`config.mk`:
```
export PLATFORM = sky130hd
export DESIGN_NAME = barrel_shifter
export DESIGN_NICKNAME = d
export VERILOG_FILES = /design/src/rtl/barrel_shifter.sv
export SDC_FILE = /design/constraint.sdc
export NUM_CORES = 1
export LEC_CHECK = 0
export BUFFER_PORTS_ARGS = -buffer_cell sky130_fd_sc_hd__buf_2
export CAP_MARGIN = 20
export CORE_MARGIN = 4
export CORE_UTILIZATION = 55
export DETAILED_ROUTE_END_ITERATION = 10
export PLACE_DENSITY = 0.77
export SETUP_SLACK_MARGIN = 0.3
export SLEW_MARGIN = 20
export SYNTH_ARGS = -nofsm -noshare
export SYNTH_HDL_FRONTEND = slang
export SYNTH_SLANG_ARGS = --single-unit
```
`constraint.sdc`:
```
create_clock -name clk -period 0.9 [get_ports clk]
set_input_delay 0.135 -clock clk [delete_from_list [all_inputs] [get_ports clk]]
set_output_delay 0.135 -clock clk [all_outputs]
set_load 0.02 [all_outputs]
```
`src/rtl/barrel_shifter.sv`:
```
// rtl/barrel_shifter.sv - 32-bit ARM-style operand shifter with registered result and carry
//
// Purpose: applies LSL, LSR, ASR or ROR/RRX to the ALU B operand and
// produces the shifter carry-out; both are registered (one-cycle latency).
//
// Ports:
//   clk         system clock, rising edge
//   rst_n       asynchronous active-low reset (clears Output_Bus and Cout)
//   Enable      1 = shift, 0 = pass Input_Bus and Cin straight through
//   Input_Bus   32-bit operand
//   Shift_Type  00 LSL, 01 LSR, 10 ASR, 11 ROR (amount 0 selects RRX)
//   Shift_Amt   shift distance 0..31
//   Cin         current C flag (carry pass-through and RRX fill)
//   Output_Bus  registered shifted result
//   Cout        registered shifter carry-out

module barrel_shifter (
  input  logic        clk,
  input  logic        rst_n,
  input  logic        Enable,
  input  logic [31:0] Input_Bus,
  input  logic [1:0]  Shift_Type,
  input  logic [4:0]  Shift_Amt,
  input  logic        Cin,
  output logic [31:0] Output_Bus,
  output logic        Cout
);

  localparam logic [1:0] TYPE_LSL = 2'b00;
  localparam logic [1:0] TYPE_ASR = 2'b10;
  localparam logic [1:0] TYPE_ROR = 2'b11;

  function automatic logic [31:0] reverse32(input logic [31:0] v);
    logic [31:0] r;
    for (int i = 0; i < 32; i++) begin
      r[i] = v[31 - i];
    end
    return r;
  endfunction

  // One mux stage of the log shifter. sh is always a constant at the call
  // site, so each call reduces to fixed wiring plus a 2:1 mux.
  function automatic logic [31:0] shift_stage(
    input logic [31:0] v,
    input logic        take,
    input logic        rotate,
    input logic        fill,
    input int          sh
  );
    logic [31:0] fill_mask;
    fill_mask = fill ? ~(32'hFFFF_FFFF >> sh) : 32'h0000_0000;
    if (!take) begin
      return v;
    end else if (rotate) begin
      return (v >> sh) | (v << (32 - sh));
    end else begin
      return (v >> sh) | fill_mask;
    end
  endfunction

  logic        is_lsl;
  logic        is_ror;
  logic        fill_bit;
  logic [31:0] net_in;
  logic [31:0] s1, s2, s4, s8, s16;
  logic [4:0]  lsl_carry_idx;
  logic [4:0]  rsh_carry_idx;
  logic [31:0] next_result;
  logic        next_carry;

  assign is_lsl   = (Shift_Type == TYPE_LSL);
  assign is_ror   = (Shift_Type == TYPE_ROR);
  assign fill_bit = (Shift_Type == TYPE_ASR) & Input_Bus[31];

  // LSL shares the right-shift network: reverse the bits going in and
  // coming out, so a left shift becomes a zero-filled right shift.
  assign net_in = is_lsl ? reverse32(Input_Bus) : Input_Bus;

  always_comb begin
    s1  = shift_stage(net_in, Shift_Amt[0], is_ror, fill_bit, 1);
    s2  = shift_stage(s1,     Shift_Amt[1], is_ror, fill_bit, 2);
    s4  = shift_stage(s2,     Shift_Amt[2], is_ror, fill_bit, 4);
    s8  = shift_stage(s4,     Shift_Amt[3], is_ror, fill_bit, 8);
    s16 = shift_stage(s8,     Shift_Amt[4], is_ror, fill_bit, 16);
  end

  // Carry is the last bit shifted out: bit 32-n for LSL (5-bit wrap of -n
  // gives exactly that for n=1..31), bit n-1 for the right-going shifts.
  assign lsl_carry_idx = 5'd0 - Shift_Amt;
  assign rsh_carry_idx = Shift_Amt - 5'd1;

  always_comb begin
    next_result = Input_Bus;
    next_carry  = Cin;
    if (Enable) begin
      if (Shift_Amt == 5'd0) begin
        if (is_ror) begin
          // RRX: rotate right by one through the carry flag
          next_result = {Cin, Input_Bus[31:1]};
          next_carry  = Input_Bus[0];
        end
      end else if (is_lsl) begin
        next_result = reverse32(s16);
        next_carry  = Input_Bus[lsl_carry_idx];
      end else begin
        next_result = s16;
        next_carry  = Input_Bus[rsh_carry_idx];
      end
    end
  end

  always_ff @(posedge clk or negedge rst_n) begin
    if (!rst_n) begin
      Output_Bus <= 32'h0000_0000;
      Cout       <= 1'b0;
    end else begin
      Output_Bus <= next_result;
      Cout       <= next_carry;
    end
  end

endmodule

```
==> results.toml, run 1 <==
[run_status]
outcome = "did not finish"
haltStage = "global routing"
stop_error = "[ERROR GRT-0232] Routing congestion too high. Check the congestion heatmap in the GUI."

[cts]
cts_max_path_buffers = 2
clock-sinks = 33
cts_inserted_buffers = 5
cts_max_level = 2
clockRootBuffer = "clkbuf_8"

[logic_synthesis]
synth_area_leaders = "mux4_2, dfrtp_1, nand2_1"
synth_flop_cell = "dfrtp_1"
ys_types = 67
synth-async-reset-ratio_pct = 100
syn_inst = 587
synth-xor-area-share_pct = 0.494
yosysWarnings = 0
synth.top_cell.area_share_pct = 29.2
syn-mean-instance-area_um2 = 9.07
synth_edf_count = 0
synth_top_family_by_area = "multiplexers"
ys_seq_area_share_pct = 15.5
yosysMostFrequentCell = "mux4_2"
yosys.area_share.adder_pct = 0.470
yosys.area_share.simple_pct = 13.4
ys_top_cells_by_count = "mux4_2, nand2_1, clkbuf_1"
muxShareOfSynthArea_pct = 33.7
mappedNetlistNets = 632
synth_compound_area_share_pct = 29.9
ys_seq_elements = 33
synthesis.area_mm2 = 0.00532
yosysTopAreaCell = "mux4_2"

[placed_design]
dp_slack_ns = -1.99
gp_congestion = 1.09
place_inst = 959
place_area_mm2 = 0.00748
port_buffers = 75
dp_hpwl_um = 21400

[floorplan]
rows = 35
ios = 76
die_y_um = 106
die_x_um = 106
start_util_pct = 57.0

[global_routing]
grt_start_max_net_pins = 34
track_usage_pct = 74.1
grt_overflow_total = 52

[timing]
worst_endpoint = "Output_Bus[9]$_DFF_PN0_/D"
worst-ep-kind = "register data pin"
-- layer usage --
layer  overflow  track usage, %
met4         25            74.8
met2         25            90.5
met1          0            75.1
met3          2            56.0
met5          0            25.7
-- repair_timing --
item,4_1_cts
resized for setup,129
endpoints found under the setup margin,66
cloned,4
setup buffers,17
hold endpoints to repair,33
hold buffers,1
pin swaps,32
-- metrics by stage --
step	TNS, ns	utilization [%]
4_1_cts	-45.61	89.1
2_1_floorplan	-47.44	-
3_5_place_dp	-56.08	80.2
3_3_place_gp	-54.91	80.2
-- cells by family after synthesis --
group,Yosys count
flip-flops,33
XOR/XNOR,3
multiplexers,92
AND/OR/NAND/NOR,155
adder cells (fa/ha/maj),2
buffers and inverters,81
AO/OA/AOI/OAI,221
==> run 2: changes to the inputs <==
Settings changed: CORE_UTILIZATION 55 to 40, PLACE_DENSITY 0.77 to not set, PLACE_DENSITY_LB_ADDON set to 0.15, SETUP_SLACK_MARGIN 0.3 to not set.
==> results.toml, run 2 <==
[logic_synthesis]
ys_seq_elements = 33
yosysWarnings = 0
mappedNetlistNets = 632
syn_inst = 587
synthesis.area_mm2 = 0.00532
synth-async-reset-ratio_pct = 100
syn-mean-instance-area_um2 = 9.07
yosysMostFrequentCell = "mux4_2"
synth.top_cell.area_share_pct = 29.2
synth_flop_cell = "dfrtp_1"
ys_seq_area_share_pct = 15.5
synth_edf_count = 0
yosysTopAreaCell = "mux4_2"
synth_area_leaders = "mux4_2, dfrtp_1, nand2_1"
ys_types = 67
ys_top_cells_by_count = "mux4_2, nand2_1, clkbuf_1"

[detailed_routing]
via_per_inst = 7.05
finalWirelength_um = 30400
vias = 7402
ant_nets = 0
wl_per_cell_um = 29.0
drc_errors = 0
drtIter0Drc = 967
drt-pass1-iter-count = 7

[cts]
cts_max_level = 2
path_clk_slew_ns = 0.06
cts_max_path_buffers = 2
cts_tree = "built"
clockRootBuffer = "clkbuf_16"
clock-sinks = 33
cts_inserted_buffers = 5

[final_layout]
largest-register = "Output_Bus"
multi_input_area_mm2 = 0.00464
reg_top3 = "Output_Bus (32), Cout (1)"
utilization_pct = 69.3
drive_gt1_share_pct = 58.0
register_area_um2 = 826
synthToLayoutAreaGrowth_pct = 66.9
final_common_cell = "buf_4"
fin_nets = 922
largest_register_ffs = 32
fillCellCount = 1030
mostFrequentLayoutCells = "buf_4, mux4_2, buf_6"
antenna_cells = 0

[worst_setup_path]
crit_type = "in -> reg"
cp-start-kind = "primary input"
end_kind = "flip-flop"
path_max_fanout = 5
critPathArrivalTime_ns = 2.75
required_ns = 1.06

[floorplan]
rows = 41
ios = 76
coreArea_mm2 = 0.0128
die_y_um = 123
die-area_mm2 = 0.0152
die_x_um = 123
start_util_pct = 41.5

[min_path]
min_path_type = "in -> reg"

[timing]
fmax_ghz = 0.387
slew_headroom_pct = 58.0
finalSetupViolCount = 66
worstMarginPinSlew_ns = 0.623
finalHoldViolCount = 0
fin_crit_sh_pct = 287
period_needed_ns = 2.59
rsz0062_at_grt = "true"
fin_ws_ns = -1.69
finalMaxSlewViolations = 0
fin_hold_ws_ns = 0.214

[pwr]
peakVddDrop_v = 0.000644
p_per_area_mw_per_mm2 = 1120
finalPower_mw = 9.94
p_leak_nw = 3.79

[placed_design]
port_buffers = 75
gp_congestion = 1.09
dp_hpwl_um = 23100

[global_routing]
track_usage_pct = 40.2
grt_antenna_before_repair = 0
grt_start_max_net_pins = 34
grt_pass1_vias = 7419
grt_first_pass_wirelength_um = 45300
grt_overflow_total = 0

[run_status]
violations = "negative setup slack"
outcome = "finished, violations left"

[flow_run]
maxCapViolations = 0
## run 2: cell counts after synthesis
No cell type changed its count.
## run 2: worst max-delay path, stage by stage
cell	delay, ns
buf_6	0.09
buf_6	0.11
nor2_4	0.13
buf_12	0.14
buf_12	0.11
mux4_2	0.53
mux4_2	0.50
mux4_2	0.51
a222oi_1	0.36
a21oi_1	0.12
## run 2: final timing paths
path	from	endpoint	slack [ns]	cells past startpoint
worst max-delay path	Shift_Type[0]	Output_Bus[29]	-1.69	10
worst min-delay path	Cin	Output_Bus[31]	0.21	4
max in group asynchronous	rst_n	Output_Bus[5]	0.37	3
min in group asynchronous	rst_n	Output_Bus[15]	0.35	3
## run 2: cell type report
cell class	instances	share of cell area (%)
clock buffer	7	1.72
inverter	13	0.704
sequential	33	9.30
timing repair buffer	351	33.6
multi-input combinational	473	52.2
clock inverter	1	0.0563
tap	172	2.42
## run 2: timing repair
action | CTS | global route
setup endpoints to repair | 66 | 66
pin swaps | 29 | 26
resized for setup | 136 | 51
gates cloned | 1 | 0
setup buffers | 18 | 10
hold buffers | 1 | 0
endpoints found under the hold margin | 33 | 0
## run 2: cells by family after synthesis
group / share of synthesized area [%]
AOI/OAI and AO/OA: 29.9
xor gates and xnor gates: 0.494
adders and majority gates: 0.470
buffers and inverters: 6.54
DFF: 15.5
muxes: 33.7
and+or+nand+nor: 13.4
## run 2: power by group
group          switching [mW]  internal, mW  total, mW
combinational            3.21          3.07       6.28
clock                   0.698          1.17       1.87
sequential              0.104          1.68       1.79
total                    4.01          5.93       9.94
## run 2: metrics by stage
step	instances	worst slack [ns]	setup TNS, ns	area (um2)
finish	1050	-1.69	-50.85	8880
global route	1050	-1.76	-53.26	8880
CTS	1044	-1.63	-49.58	8580
detailed placement	1016	-1.97	-59.99	7740
global placement	1016	-1.91	-59.33	7740
floorplan	587	-1.75	-47.44	5480
## run 2: metal layers
layer  up-vias  track usage (%)  share of wire, %  wire (um)
li1       3011                -                 -          -
met1      3567             50.4                36      10800
met2       663             64.4                46      14100
met3       161             8.60                11       3400
met4         0             22.4               6.9       2110
met5         -                0                 0          0
(Power assumes the default switching activity.)
==> run 3: changes to the inputs <==
Settings changed: CELL_PAD_IN_SITES_DETAIL_PLACEMENT set to 1, CELL_PAD_IN_SITES_GLOBAL_PLACEMENT set to 1.
Clock period 0.9 ns to 2.85 ns, I/O delays scaled along.
==> results.toml, run 3 (synthesized netlist as in run 2, its figures left out) <==
[detailed_routing]
drtIter0Drc = 1154
ant_nets = 0
vias = 6921
finalWirelength_um = 29800
drc_errors = 0
wl_per_cell_um = 32.1
via_per_inst = 7.44
drt-pass1-iter-count = 5

[final_layout]
largest-register = "Output_Bus"
reg_top3 = "Output_Bus (32), Cout (1)"
final_common_cell = "buf_4"
synthToLayoutAreaGrowth_pct = 33.6
mostFrequentLayoutCells = "buf_4, buf_2, mux4_2"
antenna_cells = 0
fin_nets = 802
fillCellCount = 1517
largest_register_ffs = 32
stdcell_area_mm2 = 0.00711
drive_gt1_share_pct = 43.0

[cts]
cts_max_level = 2
cts_max_path_buffers = 2
path_clk_slew_ns = 0.06
clock-sinks = 33
clockRootBuffer = "clkbuf_16"
cts_inserted_buffers = 5
cts_tree = "built"
cts-hold-fix-buffers = 0

[floorplan]
start_util_pct = 41.5
ios = 76
rows = 41
die_y_um = 123
coreArea_mm2 = 0.0128
die_x_um = 123
die-area_mm2 = 0.0152

[global_routing]
grt_start_max_net_pins = 34
grt_overflow_total = 0
grt_first_pass_wirelength_um = 44300
grt_antenna_before_repair = 0
grt_pass1_vias = 6998
track_usage_pct = 39.5

[worst_setup_path]
cp-start-kind = "primary input"
required_ns = 3.00
crit_type = "in -> reg"
critPathArrivalTime_ns = 3.03
end_kind = "flip-flop"
path_max_fanout = 8

[min_path]
min_path_type = "in -> async"

[flow_run]
maxCapViolations = 0

[timing]
finalHoldViolCount = 0
period_needed_ns = 2.88
rsz0062_at_grt = "true"
finalSetupViolCount = 1
finalMaxSlewViolations = 0
fmax_ghz = 0.347
fin_crit_sh_pct = 101
worstMarginPinSlew_ns = 0.804
fin_ws_ns = -0.0326
slew_headroom_pct = 46.4
fin_hold_ws_ns = 0.229

[placed_design]
dp_hpwl_um = 23000
gp_congestion = 1.05
port_buffers = 75
place_area_mm2 = 0.00684

[run_status]
outcome = "finished, violations left"
violations = "negative setup slack"

[pwr]
p_leak_nw = 2.99
peakVddDrop_v = 0.000200
p_per_area_mw_per_mm2 = 391
[run 3: cell count changes in the layout (fill, tap and decap cells not counted), sizes merged]
cell         previous run  this run
dlygate4sd3             1         0
clkinv                  4         3
clkbuf                  7         8
bufinv                  0         1
buf                   350       230
[run 3: stage by stage]
step / util [%] / TNS, ns / worst slack, ns / total power, mW / std cells
after detailed placement: 53.4 / -3.63 / -0.255 / 2.06 / 916
after global routing: 55.5 / -0.0331 / -0.0253 / 2.87 / 930
after floorplan: - / -0.186 / -0.0917 / 1.39 / 587
final: 55.5 / -0.0326 / -0.0326 / 2.78 / 930
after global placement: 53.4 / -2.68 / -0.198 / 2.03 / 916
after CTS: 54.7 / 0 / 0.0264 / 2.72 / 924
[run 3: worst paths after layout]
| check | start | end | slack [ns] | cells past startpoint |
|---|---|---|---|---|
| worst max-delay path | Shift_Type[0] | Output_Bus[20] | -0.03 | 10 |
| min in group clk | Cin | Output_Bus[31] | 0.44 | 3 |
| worst min-delay path | rst_n | Output_Bus[5] | 0.23 | 1 |
| max in group asynchronous | rst_n | Output_Bus[0] | 2.11 | 1 |
[run 3: area by class of cell]
cell class	instances	area [um2]	share of cell area, %
Clock buffer	7	143	2.01
Multi-Input combinational cell	473	4180	58.8
Sequential cell	33	826	11.6
Timing Repair Buffer	231	1670	23.5
Inverter	13	50.0	0.704
Clock inverter	1	30.0	0.422
Tap cell	172	215	3.03
[run 3: power breakdown]
part           internal (mW)  switching [mW]  total, mW
sequential             0.531          0.0171      0.548
clock                  0.437           0.215      0.652
combinational          0.684           0.896       1.58
[run 3: per-layer routing]
metal  vias up  share of wire (%)  track usage [%]
met5         -                  0                0
met4         0                6.5             22.4
met3       131                 12             8.65
met2       572                 45             60.3
met1      3452                 36             51.8
li1       2766                  -                -
[run 3: what timing repair did]
item | 4_1_cts | 5_1_grt
setup buffers | 0 | 5
resized for setup | 0 | 10
endpoints found under the setup margin | 0 | 10
[run 3: critical path, cell delays in order]
cell       delay (ns)
buf_8            0.10
or2_4            0.27
buf_12           0.15
mux4_2           0.47
buf_4            0.17
mux4_2           0.51
nand2_1          0.09
o21ai_0          0.12
a2111oi_0        0.56
o32ai_1          0.14
==> run 4: changes to the inputs <==
Settings changed: RECOVER_POWER set to 25, REMOVE_ABC_BUFFERS set to 1.
Clock period 2.85 ns to 2.8 ns, I/O delays scaled along.
==> results.toml, run 4 (synthesized netlist as in run 2, its figures left out) <==
[run_status]
outcome = "finished, violations left"
violations = "max-capacitance violations, max-slew violations, negative setup slack"

[floorplan]
die-area_mm2 = 0.0152
rows = 41
die_x_um = 123
coreArea_mm2 = 0.0128
start_util_pct = 41.5
ios = 76
die_y_um = 123

[flow_run]
maxCapViolations = 1

[cts]
path_clk_slew_ns = 0.05
cts_tree = "built"
clock-sinks = 33
cts_max_level = 2
cts-hold-fix-buffers = 0
cts_inserted_buffers = 5
cts_max_path_buffers = 2
clockRootBuffer = "clkbuf_16"

[placed_design]
port_buffers = 75
place_area_mm2 = 0.00690
dp_hpwl_um = 23200
dp_slack_ns = -0.370
gp_congestion = 1.03

[worst_setup_path]
critPathLaunch = "Shift_Type[1]"
path_depth = 10
required_ns = 2.95
path_buf_inv = 3
cp-start-kind = "primary input"
crit_family = "multiplexers"
crit_type = "in -> reg"
endpoint = "Output_Bus[26]"
critPathArrivalTime_ns = 3.01
path_max_fanout = 7
slowest_delay_ns = 0.52
crit_chain = "buf_8, nor2_4, buf_12, buf_8, mux4_2, and2_4, o32a_1, mux4_2, a222oi_1, nand2_1"
end_kind = "flip-flop"
cp_slowest_cell = "mux4_2"

[final_layout]
reg_top3 = "Output_Bus (32), Cout (1)"
mostFrequentLayoutCells = "buf_4, buf_2, mux4_2"
drive_gt1_share_pct = 46.1
largest_register_ffs = 32
antenna_cells = 0
fin_nets = 819
largest-register = "Output_Bus"
utilization_pct = 57.2
stdcell_area_mm2 = 0.00734
synthToLayoutAreaGrowth_pct = 37.9
final_common_cell = "buf_4"

[global_routing]
busiest_layer = "met2"
grt_antenna_before_repair = 0
grt_start_max_net_pins = 34
grt_use_met2_pct = 62.0
grt_pass1_vias = 7091
met3_usage_pct = 6.36
track_usage_pct = 39.6
grt_overflow_total = 0
met1_usage_pct = 50.8
grt_first_pass_wirelength_um = 44200

[pwr]
p_per_area_mw_per_mm2 = 380
p_leak_nw = 3.08
peakVddDrop_v = 0.000206

[timing]
fin_hold_ws_ns = 0.528
fin_crit_sh_pct = 102
period_needed_ns = 2.86
finalHoldViolCount = 0
rsz0062_at_grt = "true"
finalMaxSlewViolations = 34
finalSetupViolCount = 3
fmax_ghz = 0.350
slew_headroom_pct = -31.1
worstMarginPinSlew_ns = 1.97
fin_ws_ns = -0.0600

[detailed_routing]
drt-pass1-iter-count = 8
finalWirelength_um = 29800
drc_errors = 0
ant_nets = 0
via_per_inst = 7.37
drtIter0Drc = 1083
vias = 6980
wl_per_cell_um = 31.5

[min_path]
min_path_type = "in -> reg"
-- run 4: changes by cell type in the layout (fill, tap and decap cells not counted), moves of 3 or more --
cell / before / now
buf_4: 148 / 159
buf_6: 1 / 5
mux2i_1: 14 / 10
o21ai_0: 28 / 24
o21ai_1: 0 / 4
clkbuf_1: 1 / 4
-- run 4: worst min-delay path by stage --
stage | startpoint | endpoint | slack, ns | depth (start not counted)
floorplan | rst_n | Cout | 0.12 | 0
detailed placement | rst_n | Output_Bus[18] | 0.54 | 1
global placement | rst_n | Output_Bus[18] | 0.52 | 1
finish | Cin | Output_Bus[31] | 0.53 | 3
CTS | rst_n | Output_Bus[21] | 0.24 | 1
global route | Cin | Output_Bus[31] | 0.53 | 3
-- run 4: report_power, final --
group | total [mW] | internal, mW | leakage, nW | switching, mW
logic | 1.70 | 0.747 | 2.62 | 0.948
clock network | 0.534 | 0.331 | 0.0652 | 0.203
registers | 0.559 | 0.541 | 0.395 | 0.0183
total | 2.79 | 1.62 | 3.08 | 1.17
-- run 4: through the flow --
| stage | setup TNS (ns) | std cells | power (mW) |
|---|---|---|---|
| 2_1_floorplan | -21.99 | 519 | 1.32 |
| 3_3_place_gp | -4.69 | 926 | 2.08 |
| 3_5_place_dp | -6.31 | 926 | 2.12 |
| 4_1_cts | -0.0435 | 938 | 2.69 |
| 5_1_grt | -0.213 | 947 | 2.89 |
| 6_report | -0.126 | 947 | 2.79 |
-- run 4: timing repair --
item                       in CTS  in global routing
gates cloned                    1                  1
resized for setup              13                 34
setup endpoints to repair       8                 17
pin swaps                       7                 16
buffers inserted                3                  9
-- run 4: layout make-up --
| type | instances | area (um2) |
|---|---|---|
| multi-input combinational | 473 | 4290 |
| inverter | 13 | 48.8 |
| timing repair buffer | 248 | 1820 |
| fill | 1487 | 5480 |
| sequential | 33 | 826 |
| clock buffer | 8 | 136 |
| tap | 172 | 215 |
-- run 4: per-layer routing --
metal / share of wire [%] / vias to the layer above / routed length (um)
met2: 45 / 595 / 13600
li1: - / 2802 / -
met4: 7.8 / 0 / 2340
met3: 11 / 158 / 3190
met1: 36 / 3425 / 10700
met5: 0 / - / 0
